<file path="config.mk">
export PLATFORM = sky130hd
export DESIGN_NAME = nmr_bstrm_arb_encoder
export DESIGN_NICKNAME = d
export VERILOG_FILES = /design/src/rtl/nmr_bstrm_arb_encoder.sv
export SDC_FILE = /design/constraint.sdc
export NUM_CORES = 1
export LEC_CHECK = 0
export CAP_MARGIN = 15
export CORE_UTILIZATION = 50
export CTS_CLUSTER_SIZE = 16
export DETAILED_ROUTE_END_ITERATION = 10
export PLACE_DENSITY = 0.69
export SLEW_MARGIN = 20
export SYNTH_ARGS = -nofsm -noshare
export SYNTH_HDL_FRONTEND = slang
export SYNTH_SLANG_ARGS = --single-unit
</file>
<file path="constraint.sdc">
create_clock -name CLK -period 15.6 [get_ports CLK]
set_input_delay 3.12 -clock CLK [delete_from_list [all_inputs] [get_ports CLK]]
set_output_delay 3.12 -clock CLK [all_outputs]
set_load 0.05 [all_outputs]
</file>
<file path="src/rtl/nmr_bstrm_arb_encoder.sv">
// Serial bitstream capture encoder: compresses sampled IN into run words (all_0/all_1),
// raw pattern words and a terminating end_of_sequence word, through a one-deep output register.
//
// state | meaning
// IDLE  | waiting for START, DONE=1
// FILL  | collecting samples into the pattern window
// RUN   | counting a uniform run beyond one full window
// FLUSH | emitting the residual run/pattern word after STOP
// EOS   | emitting end_of_sequence and waiting for it to be accepted
module nmr_bstrm_arb_encoder #(
  parameter int DATA_WIDTH = 120
) (
  input  logic                  CLK,
  input  logic                  RST,
  input  logic                  START,
  input  logic                  STOP,
  input  logic                  IN,
  output logic [DATA_WIDTH-1:0] data,
  output logic                  pattern_mode,
  output logic                  all_1_mode,
  output logic                  all_0_mode,
  output logic                  end_of_sequence,
  output logic                  OUT_VALID,
  input  logic                  OUT_READY,
  output logic                  BUSY,
  output logic                  DONE,
  output logic                  OVF
);

  localparam int CW = $clog2(DATA_WIDTH + 1);

  localparam logic [3:0] MODE_PAT = 4'b1000;
  localparam logic [3:0] MODE_A1  = 4'b0100;
  localparam logic [3:0] MODE_A0  = 4'b0010;
  localparam logic [3:0] MODE_EOS = 4'b0001;

  typedef enum logic [2:0] {
    IDLE,
    FILL,
    RUN,
    FLUSH,
    EOS
  } state_t;

  state_t                state;
  logic [DATA_WIDTH-1:0] window;
  logic [CW-1:0]         count;
  logic                  mixed;
  logic [DATA_WIDTH-1:0] run_cnt;
  logic                  level;
  logic                  in_run;
  logic                  eos_sent;

  logic [DATA_WIDTH-1:0] win_sample;
  logic                  mixed_sample;
  logic [CW-1:0]         cnt_inc;
  logic                  fill_done;
  logic [DATA_WIDTH-1:0] run_inc;
  logic                  run_sat;
  logic                  free;
  logic                  consume;
  logic                  ld_req;
  logic [DATA_WIDTH-1:0] ld_data;
  logic [3:0]            ld_mode;

  always_comb begin
    win_sample   = window | ({{(DATA_WIDTH-1){1'b0}}, IN} << count);
    mixed_sample = mixed | ((count != '0) && (IN != window[0]));
    cnt_inc      = count + 1'b1;
    fill_done    = (cnt_inc == CW'(DATA_WIDTH));
    run_inc      = run_cnt + 1'b1;
    run_sat      = (run_inc == {DATA_WIDTH{1'b1}});
    free         = !OUT_VALID || OUT_READY;
    consume      = OUT_VALID && OUT_READY;
  end

  // Word to load this edge; FILL/RUN may request into a full register (dropped), FLUSH/EOS only when free.
  always_comb begin
    ld_req  = 1'b0;
    ld_data = '0;
    ld_mode = 4'b0000;
    case (state)
      FILL: begin
        if (fill_done && mixed_sample) begin
          ld_req  = 1'b1;
          ld_data = win_sample;
          ld_mode = MODE_PAT;
        end
      end
      RUN: begin
        if (IN != level) begin
          ld_req  = 1'b1;
          ld_data = run_cnt;
          ld_mode = level ? MODE_A1 : MODE_A0;
        end else if (run_sat) begin
          ld_req  = 1'b1;
          ld_data = run_inc;
          ld_mode = level ? MODE_A1 : MODE_A0;
        end
      end
      FLUSH: begin
        if (free && in_run) begin
          ld_req  = 1'b1;
          ld_data = run_cnt;
          ld_mode = level ? MODE_A1 : MODE_A0;
        end else if (free && count != '0) begin
          ld_req  = 1'b1;
          ld_data = window;
          ld_mode = MODE_PAT;
        end
      end
      EOS: begin
        if (free && !eos_sent) begin
          ld_req  = 1'b1;
          ld_mode = MODE_EOS;
        end
      end
      default: ;
    endcase
  end

  always_ff @(posedge CLK or posedge RST) begin
    if (RST) begin
      state           <= IDLE;
      window          <= '0;
      count           <= '0;
      mixed           <= 1'b0;
      run_cnt         <= '0;
      level           <= 1'b0;
      in_run          <= 1'b0;
      eos_sent        <= 1'b0;
      data            <= '0;
      pattern_mode    <= 1'b0;
      all_1_mode      <= 1'b0;
      all_0_mode      <= 1'b0;
      end_of_sequence <= 1'b0;
      OUT_VALID       <= 1'b0;
      BUSY            <= 1'b0;
      DONE            <= 1'b1;
      OVF             <= 1'b0;
    end else begin
      if (ld_req && free) begin
        data <= ld_data;
        {pattern_mode, all_1_mode, all_0_mode, end_of_sequence} <= ld_mode;
        OUT_VALID <= 1'b1;
      end else if (consume) begin
        OUT_VALID <= 1'b0;
      end
      if (ld_req && !free) OVF <= 1'b1;

      case (state)
        IDLE: begin
          if (START) begin
            state    <= FILL;
            window   <= '0;
            count    <= '0;
            mixed    <= 1'b0;
            in_run   <= 1'b0;
            eos_sent <= 1'b0;
            OVF      <= 1'b0;
            BUSY     <= 1'b1;
            DONE     <= 1'b0;
          end
        end
        FILL: begin
          if (fill_done) begin
            window <= '0;
            count  <= '0;
            mixed  <= 1'b0;
            if (!mixed_sample) begin
              state   <= RUN;
              in_run  <= 1'b1;
              run_cnt <= DATA_WIDTH'(DATA_WIDTH);
              level   <= win_sample[0];
            end
          end else begin
            window <= win_sample;
            count  <= cnt_inc;
            mixed  <= mixed_sample;
          end
          if (STOP) state <= FLUSH;
        end
        RUN: begin
          if (IN != level) begin
            state  <= FILL;
            in_run <= 1'b0;
            window <= {{(DATA_WIDTH-1){1'b0}}, IN};
            count  <= CW'(1);
            mixed  <= 1'b0;
          end else if (run_sat) begin
            state  <= FILL;
            in_run <= 1'b0;
            window <= '0;
            count  <= '0;
            mixed  <= 1'b0;
          end else begin
            run_cnt <= run_inc;
          end
          if (STOP) state <= FLUSH;
        end
        FLUSH: begin
          if (free) begin
            state  <= EOS;
            in_run <= 1'b0;
            count  <= '0;
          end
        end
        EOS: begin
          if (!eos_sent) begin
            if (free) eos_sent <= 1'b1;
          end else if (consume) begin
            state <= IDLE;
            BUSY  <= 1'b0;
            DONE  <= 1'b1;
          end
        end
        default: state <= IDLE;
      endcase
    end
  end

endmodule

</file>
* Yosys cells after proc, flatten, opt, wreduce, memory -nomap -nowiden
Cells that the tools add are included.
** Cells by class
- $add $sub $neg :: 2
- Multiply operators :: 0
- Div/mod/pow operators :: 0
- Order comparisons :: 0
- Equality and inequality tests :: 20
- Shift-type cells :: 1
- Mux-type cells :: 71
- Bitwise logic cells :: 3
- Reductions and logical operators :: 27
** Operator list (number)
- $mux W120 :: 13
- $pmux W120 S3 :: 2
- $pmux W120 S2 :: 1
- $add A120 B1 Y120 const B :: 1
- $eq A120 B120 Y1 const B :: 1
- $or A120 B120 Y120 :: 1
- $shl A1 B7 Y120 :: 1
- $mux W3 :: 13
- $mux W7 :: 5
- $pmux W7 S4 :: 1
- $mux W1 :: 25
- $ne A2 B2 Y1 const B :: 8
- $pmux W4 S4 :: 1
- $pmux W3 S5 :: 1
- $mux W4 :: 3
- $ne A3 B3 Y1 const B :: 3
- $logic_and A1 B1 Y1 :: 8
- $pmux W1 S4 :: 2
- $reduce_and A4 Y1 :: 2
- $add A7 B1 Y7 const B :: 1
- $eq A7 B7 Y1 const B :: 1
- $reduce_and A7 Y1 :: 1
- $reduce_bool A7 Y1 :: 1
- $eq A3 B2 Y1 const B :: 2
- 18 further kinds :: 26
** Word-level totals
- Flip-flop bits (word level) :: 382
- Latch bits :: 0
- Memory bits (writable) :: 0
- ROM bits :: 0
- Input bits :: 6
- Output and inout port bits :: 128
- Logic and storage cells :: 141
- Memories kept :: 0

* Depth between registers and ports, before layout
Gate-level depths: netlist of the first run.
- Word-level depth :: 10
- Mapped depth :: 18
- Gate-level depth less buffers :: 12

* Least setup slack after synthesis of the first run
No wires, ideal clock.
- Path kind :: in2reg
- From :: in IN
- To :: reg data[102]
- Setup time :: 0.127 ns
- Arrival time :: 4.952 ns
- Setup slack :: 10.520 ns
- Cell stages on the path :: 9
- Path buffers :: 2
- Path through :: xor2_1 -> a21oi_1 -> nor2_1 -> and2_1 -> or2_1 -> clkbuf_1 -> clkbuf_1 -> a221o_1 -> mux2_1
** On the way
- Longest elaborated chain between the ends :: 7
** Ends and longest elaborated chain
- from (decl) :: line 17 : input logic IN,
- $ne A1 B1 Y1 :: line 68 : mixed_sample = mixed | ((count != '0) && (IN != window[0]));
- $logic_and A1 B1 Y1 :: line 68
- $or A1 B1 Y1 :: line 68
- $logic_and A1 B1 Y1 :: line 84 : if (fill_done && mixed_sample) begin
- $mux W1 :: line 84
- $pmux W1 S4 :: line 82 : case (state)
- $logic_and A1 B1 Y1 :: line 142 : if (ld_req && free) begin
- to (signal assigned) :: line 143 : data <= ld_data;
- to (decl) :: line 18 : output logic [DATA_WIDTH-1:0] data,
Several ways; a longest one is shown, not always the timed one.
A chain may end at the register's enable or synchronous reset.

* Worst setup path in the final report of the first run
- From :: reg run_cnt[17]
- To :: reg window[89]
** On the way
- Longest elaborated chain between the ends :: 4
** Ends and longest elaborated chain
- from (decl) :: line 49 : logic [DATA_WIDTH-1:0] run_cnt;
- from (signal assigned) :: line 173 : run_cnt <= DATA_WIDTH'(DATA_WIDTH);
- from (signal assigned) :: line 197 : run_cnt <= run_inc;
- $add A120 B1 Y120 :: line 71 : run_inc = run_cnt + 1'b1;
- $eq A120 B120 Y1 :: line 72 : run_sat = (run_inc == {DATA_WIDTH{1'b1}});
- $ne A3 B3 Y1 (no source line)
- $reduce_and A3 Y1 (no source line)
- to (signal assigned) :: line 177 : window <= win_sample;
- to (signal assigned) :: line 187 : window <= {{(DATA_WIDTH-1){1'b0}}, IN};
- to (decl) :: line 46 : logic [DATA_WIDTH-1:0] window;
No other way between the ends.

==> run metrics, run 1 <==
Inserted Clock Buffers=43; worst clock skew on the final layout=0.0149 ns; Max Clock Freq=131 MHz; startpoint class of the critical path=flop; wire length of the first global-routing pass=127000 um; number of levels the H-tree was split into=2; commonest cells after routing, fill and taps aside=dfrtp_1, nor2_1, a21oi_1; library cell used as clock root buffer=clkbuf_16; Crit Path Class=reg -> reg; beginning of the worst hold path=data[12]; prevailing post-synth register cell=dfrtp_1; number of standard cells after synthesis=2342; relative contribution of sequential cells to total power=38.8%; area of combinational cells with multiple inputs=11000 sq um; part of the power in combinational logic=30.1%; Critical Path Max Stage Delay=0.84 ns; post-CTS setup-driven buffer insertion count=0; number of antenna violations at the first check in global routing=1; via density per instance=7.04; clock power share=31.1%; die width=210 um; mean instance size in the synthesized netlist=9.20 sq um; vertical die dimension=210 um; reported net switching power=1.39 mW; net total in the final layout=2357; min cycle time layout=7.62 ns; clk sink count=382; full die area=43900 sq um; crit end category=flop; starting DRC count in detailed routing=2577; Synth Warn #=0; max-slew violation count=0; async set or reset register ratio after synthesis=100%; final WL=84100 um; total of flip-flops plus latches after synthesis=382; number of hold violations in the final report=0; post-place instance area=23100 sq um; global route total overflow=0; most common cell after layout, fill and taps aside=dfrtp_1; fraction of final layout cells sized beyond drive strength 1=10.6%; crit-path max FO=64; detailed-route via count=20600; cell types occupying the most area after synthesis=dfrtp_1, a221o_1, mux2_2, nor2_1, a21oi_1; number of global-route vias before repair=19400; area inside the core boundary=42200 sq um; Hold-fix buffers, CTS=0; VDD IR-drop max=111 uV; wire per inst=28.8 um; Reg area=9560 sq um; cell with the biggest individual delay on the critical path=nor4_1; number of placed cells counting well taps=2839; share of total power consumed by net switching=40.3%; worst slack after detailed placement=8.35 ns; worst endpoint required time=16.02 ns; leakage=9.92 nW; Post-CTS Resized=0; share of synthesized area occupied by flip-flops and latches=44.4%; 1st-pass router iterations=6; port bufs=133; cell-by-cell trace of the critical path=nand4_1, nor3_1, buf_4, nand4_1, or2_2, o31a_1, nor4_1, nand4_1, nor4_4, buf_4, buf_4, o21bai_1, a21oi_4, buf_4, buf_4, nor2_1; number of nets still failing antenna checks after routing=0; unrepaired setup endpoints after global routing=false; DRC Markers=0; Relative slew margins=17.8%; post-route worst setup slack=7.98 ns; launching element of the worst setup path=run_cnt[17]; top cell type's share of synthesized area=44.2%; clock transition at the registers of the reported paths=0.06 ns; TritonCTS clock tree=yes; Cell variety after synth=75; total of fill cells in the finished design=3668; Syn Nets=2353; status=completed; critical path arrival=8.04 ns; most common cell type on the critical path=buf_4; final weighted congestion in routability-driven placement=1.06; Final Non-Filler Cells=2919; number of maximum-capacitance violations=0; internal cell power=2.06 mW; relative area change from synthesis to final layout=14.5%; hold-critical path depth=1; number of flops mapped to enable cells by yosys=0; accumulated negative setup slack=0 ns; depth of the worst register-to-register path=16; Yosys top cell by area=dfrtp_1; initial standard-cell utilization of the core=51.0%; final period utilization=48.9%; total global routing track utilization=38.3%; final design area excluding fillers=24700 sq um; CTS Buffer Depth=3; Cell Area, Synth=21500 sq um; setup violators final=0; detailed placement HPWL=58100 um; standard-cell row count=75; I/O pin count=134; launch instance of the worst register-to-register path=run_cnt[17]; maximum number of pins on one net before global-route repair=108; pin slew with the least headroom to its limit=1.23 ns; path type of the worst min-delay path=reg -> reg; latest clock arrival within the worst-skew pair=0.58 ns; power density over cell area=140 nW/um^2
worst max-delay path, delay by kind of cell, from the launching register on:
kind | cells | cell delay [ns]
buffers and inverters | 5 | 2.39
AOI/OAI and AO/OA | 3 | 0.69
and+or+nand+nor | 8 | 3.65
DFF | 1 | 0.51
synth_stat cells, drive strengths merged, types with 5 or more instances:
| master | count |
|---|---|
| a21o | 13 |
| a21oi | 171 |
| a221o | 118 |
| a22o | 7 |
| a31oi | 21 |
| and2 | 18 |
| and3 | 23 |
| and4 | 24 |
| buf | 71 |
| clkbuf | 159 |
| dfrtp | 381 |
| ha | 5 |
| inv | 33 |
| mux2 | 124 |
| mux2i | 6 |
| nand2 | 149 |
| nand2b | 13 |
| nand3 | 84 |
| nand3b | 5 |
| nand4 | 101 |
| nor2 | 229 |
| nor3 | 66 |
| nor3b | 6 |
| nor4 | 80 |
| nor4b | 8 |
| o211ai | 11 |
| o21a | 31 |
| o21ai | 142 |
| o31a | 17 |
| o31ai | 43 |
| o41ai | 14 |
| or2 | 7 |
| or3 | 24 |
| or4 | 25 |
| xnor2 | 49 |
| xor2 | 14 |
registers in the layout, indices dropped and copies added (netlist names), 3 cells and up:
register,cells
state,3
run_cnt,120
count,7
window,120
data,120
final cells by class:
cell class,count,share of cell area [%]
well taps,539,2.73
clock inverters,19,0.994
flip-flops and latches,382,38.8
inverters,33,0.533
diodes,1,0.0101
repair buffers,189,7.18
multi-input cells,1697,44.8
clock buffers,59,5.02
metrics by stage:
stage	power [mW]	util (%)	hold WS [ns]
global placement	2.35	54.8	0.456
floorplan	2.02	-	0.463
global route	3.58	58.4	0.501
CTS	3.44	58.3	0.488
finish	3.46	58.4	0.484
detailed placement	2.37	54.8	0.474
path summary, 6_finish.rpt:
| kind | end | slack, ns |
|---|---|---|
| max in group asynchronous | window[90] | 10.56 |
| worst min-delay path | data[12] | 0.48 |
| worst min register to register | data[12] | 0.48 |
| worst max-delay path | window[89] | 7.98 |
| worst max register to register | window[89] | 7.98 |
| min in group asynchronous | data[113] | 3.07 |
kinds of logic after synthesis:
logic type                 synth area share (%)
and+or+nand+nor                            21.0
muxes                                      6.76
DFF                                        44.4
AOI/OAI and AO/OA                          19.8
adders and majority gates                 0.290
xor gates and xnor gates                   2.56
buffers and inverters                      5.16
per-layer routing:
metal	up-vias	wire [um]	global-route usage, %
met5	-	12	0
met4	2	3890	18.0
met3	231	8330	7.96
met2	1247	37200	57.1
met1	10300	34700	53.4
li1	8806	-	-
power by group through the flow:
stage	clock [mW]	sequential, mW	combinational, mW
6_report	1.08	1.34	1.04
3_3_place_gp	0	1.34	1.01
5_1_grt	1.12	1.35	1.10
4_1_cts	1.09	1.33	1.03
3_5_place_dp	0	1.35	1.02
2_1_floorplan	0	1.29	0.735
Power figures use the tool's default switching activity.
==> run 2: changes to the inputs <==
Clock period 15.6 ns to 7.8 ns, I/O delays scaled along.
==> run 2 against run 1 <==
Against the previous run: hold slack lost 0.012 ns; setup slack lost 6.3 ns; sequential power grew 100%; clock-buffer cell count grew 1; critical path depth shrank 3; sequential share of layout area is essentially flat.
==> run metrics, run 2 (synthesis gave the netlist of run 1 again) <==
total of fill cells in the finished design=3720; post-place instance area=23200 sq um; vertical die dimension=210 um; top flop regs=data: 120 flops, run_cnt: 120 flops, window: 120 flops; Inserted Clock Buffers=42; number of levels the H-tree was split into=2; final weighted congestion in routability-driven placement=1.04; Crit Path Class=reg -> reg; relative area change from synthesis to final layout=14.5%; area inside the core boundary=42200 sq um; pin slew with the least headroom to its limit=1.22 ns; I/O pin count=134; max-slew violation count=0; sum of internal, switching and leakage power=6.83 mW; initial standard-cell utilization of the core=51.0%; cell with the biggest individual delay on the critical path=nor4_2; die width=210 um; global route total overflow=0; final WL=81600 um; worst endpoint required time=8.25 ns; fraction of final layout cells sized beyond drive strength 1=10.4%; latest clock arrival within the worst-skew pair=0.58 ns; via density per instance=7.03; min cycle time layout=6.13 ns; post-CTS setup-driven buffer insertion count=0; starting DRC count in detailed routing=2647; Critical Path Max Stage Delay=0.76 ns; detailed-route via count=20400; maximum number of pins on one net before global-route repair=181; startpoint class of the critical path=flop; unrepaired setup endpoints after global routing=false; clock transition at the registers of the reported paths=0.06 ns; Diodes inserted=0; final design area excluding fillers=24700 sq um; cell-by-cell trace of the critical path=nand4_1, nor4_2, nand3_1, nor4_1, o211ai_1, nor4_1, nand4_1, nor4_4, buf_4, a21oi_2, a21oi_4, buf_12, mux2_2; number of maximum-capacitance violations=0; 1st-pass router iterations=6; Relative slew margins=18.4%; leakage=9.89 nW; status=completed; CTS Buffer Depth=3; critical path arrival=6.57 ns; crit-path max FO=69; setup violators final=0; detailed placement HPWL=56000 um; worst clock skew on the final layout=0.0234 ns; final period utilization=78.6%; wire length of the first global-routing pass=124000 um; number of hold violations in the final report=0; path type of the worst min-delay path=reg -> reg; crit end category=flop; net total in the final layout=2354; worst slack after detailed placement=1.86 ns; library cell used as clock root buffer=clkbuf_16; full die area=43900 sq um; number of antenna violations at the first check in global routing=0; total global routing track utilization=37.4%; accumulated negative setup slack=0 ns; most common cell after layout, fill and taps aside=dfrtp_1; Max Clock Freq=163 MHz; launching element of the worst setup path=run_cnt[58]; Post-CTS Resized=0; clk sink count=382; beginning of the worst hold path=DONE; post-route worst setup slack=1.67 ns; number of nets still failing antenna checks after routing=0; standard-cell row count=75; Hold-fix buffers, CTS=0; TritonCTS clock tree=yes; wire per inst=28.1 um; commonest cells after routing, fill and taps aside=dfrtp_1, nor2_1, a21oi_1; DRC Markers=0; VDD IR-drop max=308 uV; number of global-route vias before repair=19300; launch instance of the worst register-to-register path=run_cnt[58]; power density over cell area=277 nW/um^2; port bufs=133
run 2: final cells by class:
type / instances / area, sq um / share of cell area (%)
Clock buffer: 60 / 1270 / 5.16
Clock inverter: 10 / 131 / 0.533
Inverter: 33 / 128 / 0.517
Multi-Input combinational cell: 1697 / 11100 / 44.9
Sequential cell: 382 / 9560 / 38.8
Tap cell: 539 / 674 / 2.73
Timing Repair Buffer: 187 / 1830 / 7.43
run 2: metrics by stage:
stage	util (%)	hold slack [ns]	cells
finish	58.4	0.473	2908
global route	58.4	0.502	2908
CTS	58.3	0.474	2907
detailed placement	55.0	0.466	2837
global placement	54.9	0.456	2837
floorplan	-	0.463	2342
run 2: path summary, 6_finish.rpt:
kind	endpoint	slack [ns]	cells after the start
max reg2reg	data[64]	1.67	13
min	DONE	0.47	2
max in group asynchronous	data[88]	4.69	4
max	data[64]	1.67	13
min reg2reg	DONE	0.47	2
min in group asynchronous	data[15]	1.42	2
run 2: power by group:
part	switching, mW	internal, mW
Combinational	1.42	0.673
Clock	0.828	1.23
Sequential	0.487	2.20
Total	2.73	4.09
run 2: metal layers:
metal,vias up,global-route usage [%],share of wire (%)
li1,8791,-,-
met1,10200,52.0,41
met2,1242,56.2,44
met3,219,6.79,9.4
met4,0,18.4,4.8
met5,-,0,0
run 2: critical path, delay by kind of cell, from the launching register on:
family | cells | cell delay (ns)
multiplexers | 1 | 0.39
flip-flops | 1 | 0.64
AND/OR/NAND/NOR | 7 | 3.62
buffers and inverters | 2 | 0.55
AO/OA/AOI/OAI | 3 | 0.67
